<file path="config.mk">
export PLATFORM = sky130hd
export DESIGN_NAME = instr_fetch_mem_flat
export DESIGN_NICKNAME = d
export VERILOG_FILES = /design/src/rtl/instr_fetch_mem_if.sv /design/src/rtl/instr_fetch_mem.sv /design/src/flat_wrapper.sv
export SDC_FILE = /design/constraint.sdc
export NUM_CORES = 1
export LEC_CHECK = 0
export CORE_ASPECT_RATIO = 0.5
export CORE_MARGIN = 1.5
export CORE_UTILIZATION = 30
export CTS_CLUSTER_SIZE = 30
export DETAILED_ROUTE_END_ITERATION = 16
export PLACE_DENSITY = 0.47
export REMOVE_ABC_BUFFERS = 1
export SLEW_MARGIN = 20
export SYNTH_ARGS = -nofsm -noshare
export SYNTH_HDL_FRONTEND = slang
export SYNTH_SLANG_ARGS = --single-unit
</file>
<file path="constraint.sdc">
create_clock -name CLK -period 5.02 [get_ports CLK]
set_input_delay 1.004 -clock CLK [delete_from_list [all_inputs] [get_ports CLK]]
set_output_delay 1.004 -clock CLK [all_outputs]
set_load 0.005 [all_outputs]
</file>
<file path="src/rtl/instr_fetch_mem_if.sv">
// instr_fetch_mem_if: load port and CPU fetch port of the instruction memory
interface instr_fetch_mem_if #(parameter int ADDR_W = 4);
   logic              LOAD_VALID;
   logic [7:0]        LOAD_BYTE;
   logic              LOAD_LAST;
   logic              LOAD_READY;
   logic [31:0]       PC;
   logic [31:0]       INSTRUCTION;
   logic              INSTR_VALID;
   logic              CPU_HOLD;
   logic [ADDR_W:0]   WORD_COUNT;
   logic              FAULT;
   modport master (
      output LOAD_VALID, LOAD_BYTE, LOAD_LAST, PC,
      input  LOAD_READY, INSTRUCTION, INSTR_VALID, CPU_HOLD, WORD_COUNT, FAULT
   );
   modport slave (
      input  LOAD_VALID, LOAD_BYTE, LOAD_LAST, PC,
      output LOAD_READY, INSTRUCTION, INSTR_VALID, CPU_HOLD, WORD_COUNT, FAULT
   );
endinterface

</file>
<file path="src/rtl/instr_fetch_mem.sv">
// instr_fetch_mem: byte-streamed program loader feeding a registered instruction fetch port
module instr_fetch_mem #(
   parameter int          DEPTH  = 16,
   parameter int          ADDR_W = 4,
   parameter logic [31:0] FILL   = 32'hFFFF_FFFF
) (
   input logic              CLK,
   input logic              RESET,
   instr_fetch_mem_if.slave bus
);
   typedef enum logic {LOAD, RUN} state_t;
   localparam logic [ADDR_W:0] FULL = (ADDR_W + 1)'(DEPTH);
   state_t              state_q, state_d;
   logic [1:0]          idx_q, idx_d;
   logic [ADDR_W:0]     count_q, count_d;
   logic [DEPTH-1:0]    valid_q, valid_d;
   logic [31:0]         part_q, part_d;
   logic [31:0]         instr_q, instr_d;
   logic                instr_valid_q, instr_valid_d;
   logic                fault_q, fault_d;
   logic [31:0]         mem_q [DEPTH];
   logic                xfer, wr_en, aligned, in_range, hit;
   logic [31:0]         wr_word;
   logic [ADDR_W-1:0]   wr_addr, rd_addr;
   assign bus.LOAD_READY  = state_q == LOAD;
   assign bus.CPU_HOLD    = state_q == LOAD;
   assign bus.WORD_COUNT  = count_q;
   assign bus.INSTRUCTION = instr_q;
   assign bus.INSTR_VALID = instr_valid_q;
   assign bus.FAULT       = fault_q;
   // Big-endian word assembly, load sequencing and registered fetch decode
   always_comb begin
      xfer          = bus.LOAD_VALID && state_q == LOAD;
      wr_word       = part_q | ({24'd0, bus.LOAD_BYTE} << {~idx_q, 3'b000});
      wr_en         = xfer && (idx_q == 2'd3 || bus.LOAD_LAST);
      wr_addr       = count_q[ADDR_W-1:0];
      rd_addr       = bus.PC[ADDR_W+1:2];
      aligned       = bus.PC[1:0] == 2'b00;
      in_range      = bus.PC[31:ADDR_W+2] == '0;
      hit           = aligned && in_range && valid_q[rd_addr];
      state_d       = state_q;
      idx_d         = idx_q;
      part_d        = part_q;
      count_d       = count_q;
      valid_d       = valid_q;
      instr_d       = FILL;
      instr_valid_d = 1'b0;
      fault_d       = fault_q;
      if (xfer) begin
         idx_d  = idx_q + 2'd1;
         part_d = wr_word;
      end
      if (wr_en) begin
         idx_d            = 2'd0;
         part_d           = '0;
         count_d          = count_q + 1'b1;
         valid_d[wr_addr] = 1'b1;
         if (bus.LOAD_LAST || count_q + 1'b1 == FULL) state_d = RUN;
      end
      if (state_q == RUN) begin
         instr_d       = hit ? mem_q[rd_addr] : FILL;
         instr_valid_d = hit;
         fault_d       = fault_q || (!(aligned && in_range) && bus.PC != 32'hFFFF_FFFC);
      end
   end
   // Control and fetch registers; reset drops any partial word and all valid bits
   always_ff @(posedge CLK or negedge RESET) begin
      if (!RESET) begin
         state_q       <= LOAD;
         idx_q         <= 2'd0;
         count_q       <= '0;
         valid_q       <= '0;
         part_q        <= '0;
         instr_q       <= FILL;
         instr_valid_q <= 1'b0;
         fault_q       <= 1'b0;
      end else begin
         state_q       <= state_d;
         idx_q         <= idx_d;
         count_q       <= count_d;
         valid_q       <= valid_d;
         part_q        <= part_d;
         instr_q       <= instr_d;
         instr_valid_q <= instr_valid_d;
         fault_q       <= fault_d;
      end
   end
   // Storage array; contents are qualified by valid_q so it needs no reset
   always_ff @(posedge CLK) begin
      if (wr_en) mem_q[wr_addr] <= wr_word;
   end
endmodule
</file>
<file path="src/flat_wrapper.sv">
// flat-port wrapper written by rule: the top's interface ports become plain ports
module instr_fetch_mem_flat 
#(
   parameter int          DEPTH  = 16,
   parameter int          ADDR_W = 4,
   parameter logic [31:0] FILL   = 32'hFFFF_FFFF
)
  (CLK, RESET, bus_LOAD_VALID, bus_LOAD_BYTE, bus_LOAD_LAST, bus_PC, bus_LOAD_READY, bus_INSTRUCTION, bus_INSTR_VALID, bus_CPU_HOLD, bus_WORD_COUNT, bus_FAULT);
  instr_fetch_mem_if #(.ADDR_W(ADDR_W)) bus_i ();
  input logic CLK;
  input logic RESET;
  input wire logic [$bits(bus_i.LOAD_VALID)-1:0] bus_LOAD_VALID;
  input wire logic [$bits(bus_i.LOAD_BYTE)-1:0] bus_LOAD_BYTE;
  input wire logic [$bits(bus_i.LOAD_LAST)-1:0] bus_LOAD_LAST;
  input wire logic [$bits(bus_i.PC)-1:0] bus_PC;
  output wire logic [$bits(bus_i.LOAD_READY)-1:0] bus_LOAD_READY;
  output wire logic [$bits(bus_i.INSTRUCTION)-1:0] bus_INSTRUCTION;
  output wire logic [$bits(bus_i.INSTR_VALID)-1:0] bus_INSTR_VALID;
  output wire logic [$bits(bus_i.CPU_HOLD)-1:0] bus_CPU_HOLD;
  output wire logic [$bits(bus_i.WORD_COUNT)-1:0] bus_WORD_COUNT;
  output wire logic [$bits(bus_i.FAULT)-1:0] bus_FAULT;
  assign bus_i.LOAD_VALID = bus_LOAD_VALID;
  assign bus_i.LOAD_BYTE = bus_LOAD_BYTE;
  assign bus_i.LOAD_LAST = bus_LOAD_LAST;
  assign bus_i.PC = bus_PC;
  assign bus_LOAD_READY = bus_i.LOAD_READY;
  assign bus_INSTRUCTION = bus_i.INSTRUCTION;
  assign bus_INSTR_VALID = bus_i.INSTR_VALID;
  assign bus_CPU_HOLD = bus_i.CPU_HOLD;
  assign bus_WORD_COUNT = bus_i.WORD_COUNT;
  assign bus_FAULT = bus_i.FAULT;
  instr_fetch_mem #(.DEPTH(DEPTH), .ADDR_W(ADDR_W), .FILL(FILL)) u_core (.CLK(CLK), .RESET(RESET), .bus(bus_i));
endmodule
</file>
* Word-level counts from Yosys, hierarchy flattened
Memories as Yosys holds them, arrays and structs flattened.
Index checks and enable logic that the tools add are counted.
W data, S select, Z words.
** Word-level totals
- Register bits :: 90
- RAM bits :: 512
- Bits of input ports :: 44
- Output and inout bits :: 41
- Logic and storage cells :: 49
- Memories :: 1
** Memory list
- u_core.mem_q :: depth 16, width 32, read ports 1, clocked after memory_dff 0, write ports 1, line instr_fetch_mem.sv:21 : logic [31:0] mem_q [DEPTH];
** Cells by class
- Add/subtract/negate cells :: 2
- $lt $le $gt $ge :: 3
- Eq/ne operators :: 3
- Shift-type cells :: 1
- Muxes and demuxes :: 13
- Bitwise logic cells :: 4
- Reduce and logical (&&, ||, !) cells :: 14
** Operator list (count)
- $mux W32 :: 4
- $ne A32 B32 Y1 const B :: 1
- $or A32 B32 Y32 :: 1
- $shl A8 B5 Y32 :: 1
- $logic_not A26 Y1 :: 1
- $or A16 B16 Y16 :: 1
- $lt A4 B5 Y1 const B :: 2
- $logic_and A1 B1 Y1 :: 6
- $add A5 B1 Y5 const B :: 1
- $eq A5 B5 Y1 const B :: 1
- $mux W1 :: 5
- $bmux W1 S4 :: 1
- $demux W1 S4 :: 1
- $ge A4 B1 Y1 const B :: 1
- $mux W2 :: 2
- $logic_or A1 B1 Y1 :: 3
- $add A2 B1 Y2 const B :: 1
- $eq A2 B2 Y1 const B :: 1
- $logic_not A2 Y1 :: 1
- $not A2 Y2 :: 1
- $reduce_and A2 Y1 :: 1
- $reduce_bool A2 Y1 :: 1
- $logic_not A1 Y1 :: 1
- $not A1 Y1 :: 1

* Longest topological paths before layout
Gate-level depths: netlist of run 1.
- Word-level depth :: 5
- Gate-level depth with buffers :: 8
- Mapped depth without buffers :: 6

* Worst setup path after synthesis of run 1
No wires, ideal clock.
- Kind :: input -> register
- From :: in bus_LOAD_VALID
- To :: mem u_core.mem_q[3][0] (enable)
- Setup time :: 462 ps
- Data arrival time :: 3944 ps
- Required time :: 4558 ps
- Slack :: 614 ps
- Cell stages on the path :: 5
- Cells stage by stage :: nor2b_1 -> nor2b_1 -> clkbuf_1 -> nand2_1 -> nor3_1
** On the way
- Word-level cells in the longest chain between the ends :: 4
** Ends and longest elaborated chain
- from (decl) :: line flat_wrapper.sv:12 : input wire logic [$bits(bus_i.LOAD_VALID)-1:0] bus_LOAD_VALID;
- $logic_and A1 B1 Y1 :: line instr_fetch_mem.sv:33 : xfer = bus.LOAD_VALID && state_q == LOAD;
- $logic_and A1 B1 Y1 :: line instr_fetch_mem.sv:35 : wr_en = xfer && (idx_q == 2'd3 || bus.LOAD_LAST);
- $mux W1 :: line instr_fetch_mem.sv:90 : if (wr_en) mem_q[wr_addr] <= wr_word;
- $mux W1 (implied by the code) :: line instr_fetch_mem.sv:90
- to (decl) :: line instr_fetch_mem.sv:21
No other way between the ends.

* Final worst setup path of run 1
- From :: in bus_LOAD_LAST
- To :: mem u_core.mem_q[7][20] (enable)
** On the way
- Word-level cells in the longest chain between the ends :: 4
** Ends and longest elaborated chain
- from (decl) :: line flat_wrapper.sv:14 : input wire logic [$bits(bus_i.LOAD_LAST)-1:0] bus_LOAD_LAST;
- $logic_or A1 B1 Y1 :: line instr_fetch_mem.sv:35
- $logic_and A1 B1 Y1 :: line instr_fetch_mem.sv:35
- $mux W1 :: line instr_fetch_mem.sv:90
- $mux W1 (implied by the code) :: line instr_fetch_mem.sv:90
No other way between the ends.

==> results of run 1 <==
==> registers in the layout (all words and copies together), names as in the netlist <==
name                    flops
u_core.bus.INSTRUCTION     32
u_core.mem_q              512
u_core.state_q              1
u_core.valid_q             16
u_core.idx_q                2
u_core.bus.WORD_COUNT       5
u_core.part_q              32
u_core.bus.INSTR_VALID      1
u_core.bus.FAULT            1
==> power by group <==
group | switching [uW] | total [uW] | internal, uW
registers | 3.21 | 5410 | 5410
clock network | 1870 | 4230 | 2360
logic | 215 | 346 | 131
total | 2080 | 9990 | 7910
==> per-stage QoR <==
stage               hold slack (ns)  std cells  worst slack, ns
floorplan                     0.433       1066           -0.672
global placement              0.448       2213             1.34
detailed placement            0.451       2213             1.35
CTS                           0.381       2320             2.04
global route                  0.407       2320             1.91
finish                        0.403       2323             2.03
==> cell usage in the layout (no fill, tap or decap), types with 33 or more instances in the layout <==
cell type and n:
mux2i_1 33, mux4_2 124, clkdlybuf4s50_1 79, a211oi_1 33
dfrtp_1 58, edfxtp_1 512, clkbuf_16 58, a21oi_1 34
nor2b_1 34
==> final timing paths <==
path                                     from                          to  slack [ns]
min in group CLK           u_core.valid_q[12]          u_core.valid_q[12]        0.47
min reg2reg                u_core.valid_q[12]          u_core.valid_q[12]        0.47
max reg2reg                    u_core.state_q         u_core.mem_q[7][20]        2.34
max                             bus_LOAD_LAST         u_core.mem_q[7][20]        2.03
max in group asynchronous               RESET  u_core.bus.INSTRUCTION[17]        3.62
min                                     RESET          u_core.valid_q[14]        0.40
==> layout make-up <==
| cell class | instances | share of cell area [%] |
|---|---|---|
| Clock inverter | 30 | 0.876 |
| Antenna cell | 3 | 0.0274 |
| Clock buffer | 77 | 5.77 |
| Timing Repair Buffer | 111 | 4.33 |
| Multi-Input combinational cell | 457 | 19.7 |
| Inverter | 7 | 0.0958 |
| Tap cell | 1036 | 4.73 |
| Sequential cell | 602 | 64.4 |
==> logic make-up (layout without fill, tap and decap cells) <==
logic type,count (synthesis),count (layout),synth area share (%)
fa+ha+maj,6,6,0.322
flops,602,602,75.7
buf+inv,69,225,1.62
other cells,0,3,0
compound gates,139,139,4.40
mux,165,165,14.2
xor+xnor,4,4,0.150
simple gates,143,143,3.58
==> routing by layer <==
layer  wire length (um)  track usage, %  vias up
met5                  0               0        -
met4                732            3.12        0
met3               2300            2.55       50
met2              27200            23.0      240
met1              25800            19.8     6001
li1                   -               -     4859
==> results_dict.tcl, run 1 <==
set metrics [dict create \
    max_stage_delay_ns 0.59 \
    setup_viol 0 \
    reg2regPathDepth 6 \
    die_area_um2 79600 \
    rsz0062_at_grt "no" \
    synth_area_um2 23300 \
    hp-class "in2async" \
    yosysSeqAreaShare_pct 75.7 \
    numCtsBuffers 57 \
    ys_top_cells_by_area "edfxtp_1, mux4_2, dfrtp_1" \
    worst-path-max-fanout 20 \
    design_area_um2 27400 \
    fin_skew_ns 0.0207 \
    setup-tns-final_ns 0 \
    ant_nets 0 \
    htreeDepth 2 \
    coreArea_um2 77100 \
    fin_crit_ns 2.99 \
    grt_start_max_net_pins 69 \
    drtIter0Drc 962 \
    endpoint_kind "register" \
    area_growth_pct 17.5 \
    cts_resized 0 \
    cp_top_family "simple AND/OR/NAND/NOR gates" \
    die_y_um 200 \
    crit_buf_inv 3 \
    port_buffers 84 \
    cts_hold_buffers 0 \
    netlist.area_leader.share_pct 65.9 \
    rows 72 \
    drt-total-wl_mm 56.0 \
    cts_buffer_depth 3 \
    cts_tree "done" \
    pin_count 85 \
    slew_viol_final 0 \
    p_per_area_nw_per_um2 364 \
    yosysUniqueCellTypes 41 \
    fin_util_pct 35.6 \
    max_freq_ghz 0.335 \
    synth_edf_count 512 \
    finalPower_uw 9990 \
    nNetsFinal 1286 \
    place_area_um2 25600 \
    start_util_pct 30.3 \
    wl_per_cell_um 24.1 \
    layout_worst_path_cycle_share_pct 59.5 \
    vias 11150 \
    drc_errors 0 \
    critPathSlowestCell "nor2_4" \
    criticalPathCategory "in2reg" \
    synth_warnings 0 \
    avgSynthCellArea_um2 20.7 \
    ys_seq_elements 602 \
    syn_inst 1128 \
    gp_congestion 0.724 \
    status "complete, no violations" \
    grt_pass1_wl_mm 82.6 \
    cts.sinks 602 \
    clk_pin_slew_ns 0.06 \
    synth_top_area_cell "edfxtp_1" \
    startpoint_type "input pin" \
    slew_headroom_pct 32.8 \
    antenna_found_initial 2 \
    avgViaCountPerCell 4.80 \
    async_flop_share_pct 15.0 \
    clk_latency_ns 0.62 \
    die_w_um 397 \
    synth_commonest_cells "edfxtp_1, mux4_2, dfrtp_1" \
    multi_input_area_um2 5410 \
    worst_ep_arrival_time_ns 3.30 \
    num-fill-cells 7174 \
    path_cells "clkdlybuf4s50_1, nor2_1, nor2b_1, buf_4, nand2_1, nor2_4, buf_12" \
    crit_cells 7 \
    drive_above_1_share_pct 24.0 \
    power.leakage_uw 0.0107 \
    post-cts-setup-buffers 0 \
    cp.required_ns 5.33 \
    seqCellArea_um2 17700 \
    synth_flop_cell "edfxtp_1" \
    vdd_ir_drop_max_uv 256 \
    grt_pass1_vias 11929 \
    gr-usage-all-layers_pct 14.1 \
    drtPass1Iterations 6 \
    grt_overflow 0 \
    yosys.cell_count.top_type "edfxtp_1" \
    root_buffer "clkbuf_16" \
    cap_violations 0 \
    place.detailed.hpwl_mm 30.7 \
    hold_viol 0 \
    tightest_slew_ns 1.01 \
]
No activity file was read; power rests on OpenSTA's default activity.
==> run 2, diff against run 1 <==
clock period = 2.95 ns   (was 5.02 ns; I/O delays follow)
==> run 2 against run 1 <==
Sequential share of layout area is 1.9 points lower. Die area stayed put. Flip-flop and latch count stayed put. Largest power group unchanged.
==> results_dict.tcl, run 2 (same netlist as run 1, synthesis figures left out) <==
set metrics [dict create \
    layout_worst_path_cycle_share_pct 82.3 \
    power.leakage_uw 0.0111 \
    vdd_ir_drop_max_uv 444 \
    worst_slack_ns 0.523 \
    area_growth_pct 21.2 \
    cap_violations 0 \
    cts_resized 0 \
    rows 72 \
    cts.sinks 602 \
    endpoint_kind "primary output" \
    fin_util_pct 36.7 \
    r2r_slack_ns 0.82 \
    p_per_area_nw_per_um2 629 \
    ant_nets 0 \
    drc_errors 0 \
    clk_pin_slew_ns 0.07 \
    worst_r2r_endpoint "u_core.mem_q[1][6]" \
    place_area_um2 26200 \
    worst_ep_arrival_time_ns 1.84 \
    pin_count 85 \
    post-cts-setup-buffers 0 \
    design_area_um2 28300 \
    drive_above_1_share_pct 27.3 \
    die_y_um 200 \
    grt_start_max_net_pins 49 \
    wl_per_cell_um 24.5 \
    slew_viol_final 0 \
    gp_congestion 0.723 \
    hold_viol 0 \
    reg2regPathDepth 7 \
    slew_headroom_pct 35.2 \
    worst-path-max-fanout 4 \
    cp-endpoint "bus_LOAD_READY" \
    cp.required_ns 2.36 \
    htreeDepth 2 \
    fin_skew_ns 0.0367 \
    cts_buffer_depth 3 \
    cts_tree "done" \
    clk_latency_ns 0.63 \
    avgViaCountPerCell 4.85 \
    largest_register_ffs 512 \
    criticalPathCategory "reg2out" \
    die_area_um2 79600 \
    pre_cts_slack_ns 0.0688 \
    diodes 0 \
    start_util_pct 30.3 \
    reg2reg_from "u_core.idx_q[1]" \
    setup_viol 0 \
    nNetsFinal 1335 \
    cts_hold_buffers 0 \
    num-fill-cells 7093 \
    vias 11497 \
    tightest_slew_ns 0.969 \
    numCtsBuffers 58 \
    drtIter0Drc 794 \
    die_w_um 397 \
    port_buffers 84 \
    rsz0062_at_grt "no" \
    grt_pass1_vias 12585 \
    drt-total-wl_mm 58.1 \
    most-common-layout-cells "edfxtp_1, mux4_2, clkdlybuf4s50_1" \
    startpoint_type "register" \
    setup-tns-final_ns 0 \
    final_common_cell "edfxtp_1" \
    place.detailed.hpwl_mm 34.3 \
    top_register "u_core.mem_q" \
    hp-class "in2async" \
    gr-usage-all-layers_pct 14.8 \
    max_freq_ghz 0.412 \
    crit_start "u_core.state_q" \
    fin_crit_ns 2.43 \
    coreArea_um2 77100 \
    hold_slack_ns 0.105 \
    root_buffer "clkbuf_16" \
    status "complete, no violations" \
    drtPass1Iterations 4 \
    grt_pass1_wl_mm 86.3 \
    antenna_found_initial 0 \
    grt_overflow 0 \
]
==> run 2: cell count changes in the layout (fill, tap and decap cells not counted), moves of 2 or more <==
cell | previous run | this run
clkinv_8 | 2 | 0
buf_12 | 12 | 34
clkinv_2 | 8 | 11
clkbuf_16 | 58 | 60
diode_2 | 3 | 0
clkinv_1 | 14 | 6
bufinv_16 | 3 | 10
buf_4 | 19 | 45
==> run 2: routing by layer <==
layer	routed length (um)	part of all wire, %	vias up	global-route usage (%)
met4	954	1.6	0	3.42
met1	26400	45	6237	20.4
met3	2230	3.8	71	2.14
li1	-	-	4950	-
met2	28500	49	239	24.6
met5	0	0	-	0
==> run 2: worst min path at each step <==
stage	start	cells past startpoint	to	slack (ns)
2_1_floorplan	RESET	0	u_core.bus.FAULT	0.29
3_3_place_gp	u_core.valid_q[7]	1	u_core.valid_q[7]	0.45
3_5_place_dp	u_core.valid_q[9]	1	u_core.valid_q[9]	0.45
4_1_cts	RESET	1	u_core.part_q[15]	0.1
5_1_grt	RESET	1	u_core.bus.WORD_COUNT[4]	0.13
6_report	RESET	1	u_core.bus.WORD_COUNT[4]	0.11
==> run 2: report_power, final <==
group | total (uW) | switching, uW | internal [uW]
clock network | 7940 | 3190 | 4750
logic | 638 | 381 | 258
registers | 9210 | 5.09 | 9210
total | 17800 | 3570 | 14200
==> run 2: critical path, stage by stage, from the launching register on <==
cell and delay (ns):
dfrtp_1 0.49, inv_1 0.21, clkdlybuf4s50_1 0.53
==> run 2: layout make-up <==
cell class              count  area [um^2]  area share (%)
inverters                   7         26.3          0.0929
flip-flops and latches    602        17700            62.5
repair buffers            159         1820            6.45
multi-input cells         457         5410            19.1
clock inverters            29          417            1.47
clock buffers              80         1640            5.79
well taps                1036         1300            4.58
==> run 2: metrics by stage <==
| stage | power [uW] | std cells |
|---|---|---|
| floorplan | 9630 | 1066 |
| global placement | 10000 | 2261 |
| detailed placement | 10000 | 2261 |
| CTS | 18000 | 2370 |
| global route | 18400 | 2370 |
| finish | 17800 | 2370 |
